### src/rtl/aes_pkg.sv
`default_nettype none
// ============================================================================
//  Module   : aes_pkg
//  Purpose  : Shared AES field definitions: byte type, reduction polynomial,
//             S-box affine constant, the affine transform, GF(2^4) and
//             GF((2^4)^2) arithmetic, and the isomorphic mapping matrices
//             between the AES polynomial basis and the composite field.
//  Revision : 1.0 - initial release
// ============================================================================
package aes_pkg;

   typedef logic [7:0]      byte_t;
   typedef logic [3:0]      nib_t;
   // Packed 8x8 bit matrix; element [i] is the image of input bit i.
   typedef logic [7:0][7:0] mat8_t;

   // x^8 = x^4 + x^3 + x + 1 in the AES field.
   localparam byte_t AES_POLY      = 8'h1B;
   localparam byte_t SBOX_AFFINE_C = 8'h63;
   // Ground field GF(2^4) modulo z^4 + z + 1, so z^4 = z + 1.
   localparam nib_t  GF16_POLY     = 4'h3;
   // Extension w^2 + w + lambda with lambda = z^3; Tr(z^3) = 1 so the
   // quadratic has no root in GF(2^4) and the extension is a field.
   localparam nib_t  GF16_LAMBDA   = 4'h8;

   // FIPS-197 affine transform: bit i = b[i]^b[i+4]^b[i+5]^b[i+6]^b[i+7]
   // (indices mod 8), i.e. b xored with its left rotations by 1..4.
   function automatic byte_t affine(input byte_t b);
      byte_t r;
      r = b
        ^ {b[6:0], b[7]}
        ^ {b[5:0], b[7:6]}
        ^ {b[4:0], b[7:5]}
        ^ {b[3:0], b[7:4]};
      return r ^ SBOX_AFFINE_C;
   endfunction

   // GF(2^4) multiply, shift-and-add with reduction by z^4 + z + 1.
   function automatic nib_t gf16_mul(input nib_t a, input nib_t b);
      nib_t r;
      nib_t t;
      nib_t s;
      r = '0;
      t = a;
      s = b;
      for (int i = 0; i < 4; i++) begin
         if (s[0]) r = r ^ t;
         s = s >> 1;
         t = t[3] ? ((t << 1) ^ GF16_POLY) : (t << 1);
      end
      return r;
   endfunction

   // GF(2^4) inverse as a^14 (a^15 = 1); zero maps to zero naturally.
   function automatic nib_t gf16_inv(input nib_t a);
      nib_t a2;
      nib_t a4;
      nib_t a8;
      a2 = gf16_mul(a, a);
      a4 = gf16_mul(a2, a2);
      a8 = gf16_mul(a4, a4);
      return gf16_mul(gf16_mul(a8, a4), a2);
   endfunction

   // Composite-field multiply, element {h,l} = h*w + l, w^2 = w + lambda.
   function automatic byte_t gf16sq_mul(input byte_t a, input byte_t b);
      nib_t hh;
      nib_t hl;
      nib_t ll;
      hh = gf16_mul(a[7:4], b[7:4]);
      hl = gf16_mul(a[7:4], b[3:0]) ^ gf16_mul(a[3:0], b[7:4]);
      ll = gf16_mul(a[3:0], b[3:0]);
      return {hh ^ hl, gf16_mul(hh, GF16_LAMBDA) ^ ll};
   endfunction

   // Composite-field inverse: (h*w + l)^-1 = (h*w + (h^l)) / D with
   // D = h^2*lambda + h*l + l^2. D = 0 only for zero, which yields zero.
   function automatic byte_t gf16sq_inv(input byte_t a);
      nib_t h;
      nib_t l;
      nib_t d;
      nib_t di;
      h  = a[7:4];
      l  = a[3:0];
      d  = gf16_mul(gf16_mul(h, h), GF16_LAMBDA) ^ gf16_mul(h, l) ^ gf16_mul(l, l);
      di = gf16_inv(d);
      return {gf16_mul(h, di), gf16_mul(h ^ l, di)};
   endfunction

   // Linear map over GF(2): XOR of the columns selected by the set bits.
   function automatic byte_t mat_apply(input mat8_t m, input byte_t a);
      logic [63:0] mm;
      byte_t       r;
      byte_t       t;
      mm = m;
      r  = '0;
      t  = a;
      for (int i = 0; i < 8; i++) begin
         if (t[0]) r = r ^ mm[7:0];
         t  = t >> 1;
         mm = mm >> 8;
      end
      return r;
   endfunction

   // Find a root beta of the AES polynomial inside the composite field and
   // send x^i to beta^i; that linear map is a field isomorphism.
   function automatic mat8_t build_iso_map();
      mat8_t m;
      mat8_t cols;
      byte_t b;
      byte_t p2;
      byte_t p3;
      byte_t p4;
      byte_t p5;
      byte_t p6;
      byte_t p7;
      byte_t p8;
      logic  found;
      m     = '0;
      found = 1'b0;
      for (int ci = 2; ci < 256; ci++) begin
         b    = byte_t'(ci);
         p2   = gf16sq_mul(b, b);
         p3   = gf16sq_mul(p2, b);
         p4   = gf16sq_mul(p2, p2);
         p5   = gf16sq_mul(p4, b);
         p6   = gf16sq_mul(p3, p3);
         p7   = gf16sq_mul(p6, b);
         p8   = gf16sq_mul(p4, p4);
         cols = {p7, p6, p5, p4, p3, p2, b, 8'h01};
         // beta^8 must equal the reduction pattern evaluated at beta
         if (!found && (mat_apply(cols, AES_POLY) == p8)) begin
            m     = cols;
            found = 1'b1;
         end
      end
      return m;
   endfunction

   // Inverse matrix: column j is the preimage of the unit vector e_j.
   function automatic mat8_t build_iso_unmap(input mat8_t m);
      logic [63:0] acc;
      byte_t       s;
      byte_t       v;
      acc = '0;
      for (int si = 0; si < 256; si++) begin
         s = byte_t'(si);
         v = mat_apply(m, s);
         for (int j = 0; j < 8; j++) begin
            if (v == (8'h01 << j)) acc = acc | ({56'd0, s} << (8 * j));
         end
      end
      return acc;
   endfunction

   localparam mat8_t ISO_MAP   = build_iso_map();
   localparam mat8_t ISO_UNMAP = build_iso_unmap(ISO_MAP);

   // AES polynomial basis -> composite basis.
   function automatic byte_t iso_map(input byte_t a);
      return mat_apply(ISO_MAP, a);
   endfunction

   // Composite basis -> AES polynomial basis.
   function automatic byte_t iso_unmap(input byte_t a);
      return mat_apply(ISO_UNMAP, a);
   endfunction

endpackage
`default_nettype wire

### src/rtl/gf256_inv.sv
`default_nettype none
// ============================================================================
//  Module   : gf256_inv
//  Purpose  : Combinational GF(2^8) multiplicative inverse (AES field),
//             zero maps to zero. Computed in the composite field
//             GF((2^4)^2). With MAPPED_IN = 1 the input is already in the
//             composite basis (the caller applied iso_map); the output is
//             always in the AES polynomial basis.
//  Revision : 1.0 - initial release
// ============================================================================
module gf256_inv
   import aes_pkg::*;
#(
   parameter bit MAPPED_IN = 1'b0
) (
   input  logic [7:0] a_i,
   output logic [7:0] inv_o
);

   byte_t a_map;
   byte_t a_inv_map;

   generate
      if (MAPPED_IN) begin : g_mapped_in
         assign a_map = a_i;
      end else begin : g_std_in
         assign a_map = iso_map(a_i);
      end
   endgenerate

   assign a_inv_map = gf16sq_inv(a_map);
   assign inv_o     = iso_unmap(a_inv_map);

endmodule
`default_nettype wire

### src/rtl/sbox.sv
`default_nettype none
// ============================================================================
//  Module   : sbox
//  Purpose  : AES forward S-box, y = affine(inv(x)) with registered output
//             and a delay-matched copy of the input byte on my_x.
//             Accepts one byte per clock, no handshake.
//  Config   : SBOX_PIPE_EN - when defined, two register stages (mapped
//             composite-field byte, then y) for 2-cycle latency; otherwise
//             one register stage with 1-cycle latency.
//  Revision : 1.0 - initial release
// ============================================================================
module sbox
   import aes_pkg::*;
(
   input  logic       clk,
   input  logic       rst_n,
   input  logic [7:0] x,
   output logic [7:0] y,
   output logic [7:0] my_x
);

   byte_t inv_b;
   byte_t y_d;
   byte_t y_q;
   byte_t x_q;

`ifdef SBOX_PIPE_EN
   byte_t map_d;
   byte_t map_q;
   byte_t x1_q;

   // Stage 1 holds x in the composite basis; iso_map(00) = 00, so its reset
   // value pairs with x1_q = 00.
   assign map_d = iso_map(x);

   gf256_inv #(
      .MAPPED_IN (1'b1)
   ) u_inv (
      .a_i   (map_q),
      .inv_o (inv_b)
   );

   assign y_d = affine(inv_b);

   // Two-stage datapath with my_x delayed two cycles alongside it.
   always_ff @(posedge clk or negedge rst_n) begin
      if (!rst_n) begin
         map_q <= 8'h00;
         x1_q  <= 8'h00;
         x_q   <= 8'h00;
         y_q   <= SBOX_AFFINE_C;
      end else begin
         map_q <= map_d;
         x1_q  <= x;
         x_q   <= x1_q;
         y_q   <= y_d;
      end
   end
`else
   gf256_inv #(
      .MAPPED_IN (1'b0)
   ) u_inv (
      .a_i   (x),
      .inv_o (inv_b)
   );

   assign y_d = affine(inv_b);

   // Single register stage; reset pair is S(00) = 63.
   always_ff @(posedge clk or negedge rst_n) begin
      if (!rst_n) begin
         x_q <= 8'h00;
         y_q <= SBOX_AFFINE_C;
      end else begin
         x_q <= x;
         y_q <= y_d;
      end
   end
`endif

   assign y    = y_q;
   assign my_x = x_q;

endmodule
`default_nettype wire

### config.mk
export PLATFORM = sky130hd
export DESIGN_NAME = sbox
export DESIGN_NICKNAME = d
export VERILOG_FILES = /design/src/rtl/aes_pkg.sv /design/src/rtl/gf256_inv.sv /design/src/rtl/sbox.sv
export SDC_FILE = /design/constraint.sdc
export NUM_CORES = 1
export LEC_CHECK = 0
export ABC_AREA = 1
export CAP_MARGIN = 20
export CORE_MARGIN = 1.5
export CORE_UTILIZATION = 40
export DETAILED_ROUTE_END_ITERATION = 16
export HOLD_SLACK_MARGIN = 0.02
export SLEW_MARGIN = 20
export SYNTH_ARGS = -nofsm -noshare
export SYNTH_HDL_FRONTEND = slang
export SYNTH_SLANG_ARGS = --single-unit
### constraint.sdc
create_clock -name clk -period 1.22 [get_ports clk]
set_clock_uncertainty 0.15 [all_clocks]
set_input_delay 0.122 -clock clk [delete_from_list [all_inputs] [get_ports clk]]
set_output_delay 0.122 -clock clk [all_outputs]
set_load 0.01 [all_outputs]
==> flow_metrics.tcl <==
set metrics [dict create \
    cts_tree "yes" \
    core_area_sq_um 7650 \
    synth_area_sq_um 3120 \
    rsz0062_at_grt "yes" \
    vias 3916 \
    async_reset_ff_frac 1.00 \
    diodes 0 \
    via_per_inst 4.83 \
    die_w_microns 91.3 \
    start_kind "input pin" \
    synth_edf_count 0 \
    synth.top_cell.area_share 0.260 \
    syn_to_final_growth_pct 70.5 \
    clk_pin_slew_ns 0.06 \
    utilization 0.696 \
    synth_top_cell_by_area "nand2_1" \
    crit_path_max_fanout 6 \
    arrival_ns 5.21 \
    synth_mux_area_frac 0 \
    synth_compound_area_frac 0.0449 \
    ios 26 \
    min_period_ns 5.23 \
    grt_max_degree 17 \
    routedWlPerCell_microns 12.1 \
    dpl.hpwl_microns 7130 \
    synth_area_leaders "nand2_1 (26%), nand3_1 (13%), dfrtp_1 (9.6%)" \
    synth_xor_area_frac 0.0694 \
    clockBufferDepth 2 \
    min_path_type "in -> reg" \
    initial_core_util 0.408 \
    overflow 0 \
    setup_violations 8 \
    fin_crit_sh 4.28 \
    cts_buffers 3 \
    globalplace.congestion 0.841 \
    drtPass1Iterations 4 \
    htree_levels 1 \
    drive_above_1_share 0.512 \
    synth_cell_types 35 \
    slew_headroom 0.790 \
    yosysSeqAreaShare 0.130 \
    slowest_delay_ns 0.30 \
    synthAdderAreaFrac 0.0281 \
    antenna_found_initial 0 \
    fmax_mhz 191 \
    grt_pass1_vias 3680 \
    hold_viol 0 \
    worst-endpoint-required_ns 1.20 \
    die_area_sq_um 8340 \
    drt_iter0_drc 166 \
    drc 0 \
    avgSynthCellArea_sq_um 5.62 \
    wl_microns 9830 \
    crit_type "in -> reg" \
    tightest_slew_ns 0.314 \
    slew_violations 0 \
    maxCapViolCount 0 \
    syn_inst 555 \
    critPathCaptureType "register" \
    final_antenna_net_count 0 \
    yosys.area_share.simple 0.601 \
    whs_ns 0.0421 \
    synth_seq_cells 16 \
    crit_family "simple AND/OR/NAND/NOR gates" \
    grt_use_total 0.227 \
    die_h_microns 91.3 \
    synth_top_family_by_area "simple AND/OR/NAND/NOR gates" \
    final.setup.worst_slack_ns -4.01 \
    cp_num_buf_inv 11 \
    rows 32 \
    cts_root_buffer "clkbuf_8" \
    synth_top_flop_cell "dfrtp_1" \
    io_buffers 25 \
    status "finished with violations" \
    grt_pass1_wl_microns 15800 \
    critPathSlowestCell "ha_4" \
    synth_nets 572 \
    nets 727 \
    path_common_cell "nand2_4" \
    yosysWarnings 0 \
    cts.sinks 16 \
    violations "negative setup slack" \
]
path summary, 6_finish.rpt:
path / startpoint / endpoint / slack (ns) / cells after the start
worst max-delay path: x[2] / y[2] / -4.01 / 55
worst min-delay path: x[6] / my_x[6] / 0.04 / 1
max in group asynchronous: rst_n / y[5] / 0.63 / 2
min in group asynchronous: rst_n / my_x[2] / 0.05 / 2
through the flow:
| step | area (sq um) | setup WS, ns | TNS, ns | cells |
|---|---|---|---|---|
| global route | 5320 | -4.33 | -33.82 | 811 |
| floorplan | 3350 | -4.22 | -32.47 | 555 |
| finish | 5320 | -4.01 | -31.28 | 811 |
| CTS | 4890 | -3.96 | -30.97 | 796 |
| detailed placement | 4340 | -4.92 | -38.47 | 769 |
| global placement | 4340 | -4.77 | -37.30 | 769 |
Yosys cell counts, types with 2 or more instances:
master / n
dfrtp_1: 12
o21ai_1: 7
inv_1: 60
nand2_1: 216
buf_4: 3
nand3b_1: 3
xor2_1: 18
dfstp_2: 4
nand3_2: 8
xnor2_1: 3
nand3_1: 79
nor2_2: 5
a21oi_1: 2
o21ai_0: 5
nand2_4: 10
buf_6: 4
nand4_1: 9
nand2_2: 42
o211ai_1: 3
inv_2: 23
nor2_1: 19
ha_1: 7
area by class of cell:
type / instances / area (sq um)
Tap cell: 102 / 128
Clock buffer: 4 / 55.1
Sequential cell: 16 / 405
Fill cell: 658 / 2330
Timing Repair Buffer: 156 / 1240
Multi-Input combinational cell: 448 / 3140
Inverter: 85 / 349
layout by cell type (no fill, tap or decap), types with 2 or more instances in the layout:
master / netlist / routed
dfrtp_1: 12 / 12
dlygate4sd3_1: 0 / 4
buf_6: 4 / 11
clkbuf_8: 0 / 4
buf_2: 1 / 4
clkdlybuf4s15_1: 0 / 2
nand4_1: 9 / 9
dfstp_2: 4 / 4
nor2_2: 5 / 7
nor2_4: 0 / 4
xor2_2: 1 / 7
xor2_1: 18 / 12
nand3_4: 0 / 12
nand2_2: 42 / 64
xnor2_2: 1 / 3
nand3_1: 79 / 56
dlygate4sd2_1: 0 / 14
inv_2: 23 / 24
nand3_2: 8 / 19
o211ai_1: 3 / 3
nand2_1: 216 / 150
inv_4: 1 / 7
nand2_4: 10 / 52
o21ai_2: 1 / 5
buf_4: 3 / 119
ha_1: 7 / 3
nor2_1: 19 / 13
o21ai_0: 5 / 5
o21ai_1: 7 / 3
nand2_8: 0 / 4
ha_4: 0 / 4
inv_1: 60 / 51
nand3b_1: 3 / 3
registers in the layout (all words and copies together), names as in the netlist:
| register | cells |
|---|---|
| my_x | 8 |
| y | 8 |
logic make-up (layout without fill, tap and decap cells):
kind of cell	Yosys count	count (layout)
AO/OA/AOI/OAI	22	22
XOR/XNOR	23	23
AND/OR/NAND/NOR	394	396
buffers and inverters	93	245
flip-flops	16	16
adder cells (fa/ha/maj)	7	7
metal layers:
metal / track usage / vias up / wire length [microns]
met1: 0.260 / 1810 / 4040
met5: 0 / - / 0
li1: - / 2026 / -
met4: 0.0573 / 0 / 163
met2: 0.450 / 68 / 5360
met3: 0.0109 / 12 / 266
timing repair:
item | in CTS | in global routing
setup buffers | 20 | 15
pin swaps | 81 | 80
endpoints found under the setup margin | 24 | 8
hold buffers | 2 | 2
hold endpoints to repair | 2 | 2
cloned | 1 | 1
resized for setup | 142 | 75
Power is not shown: default switching activity piles up to over one toggle a cycle in this logic, so the estimate is an artifact.
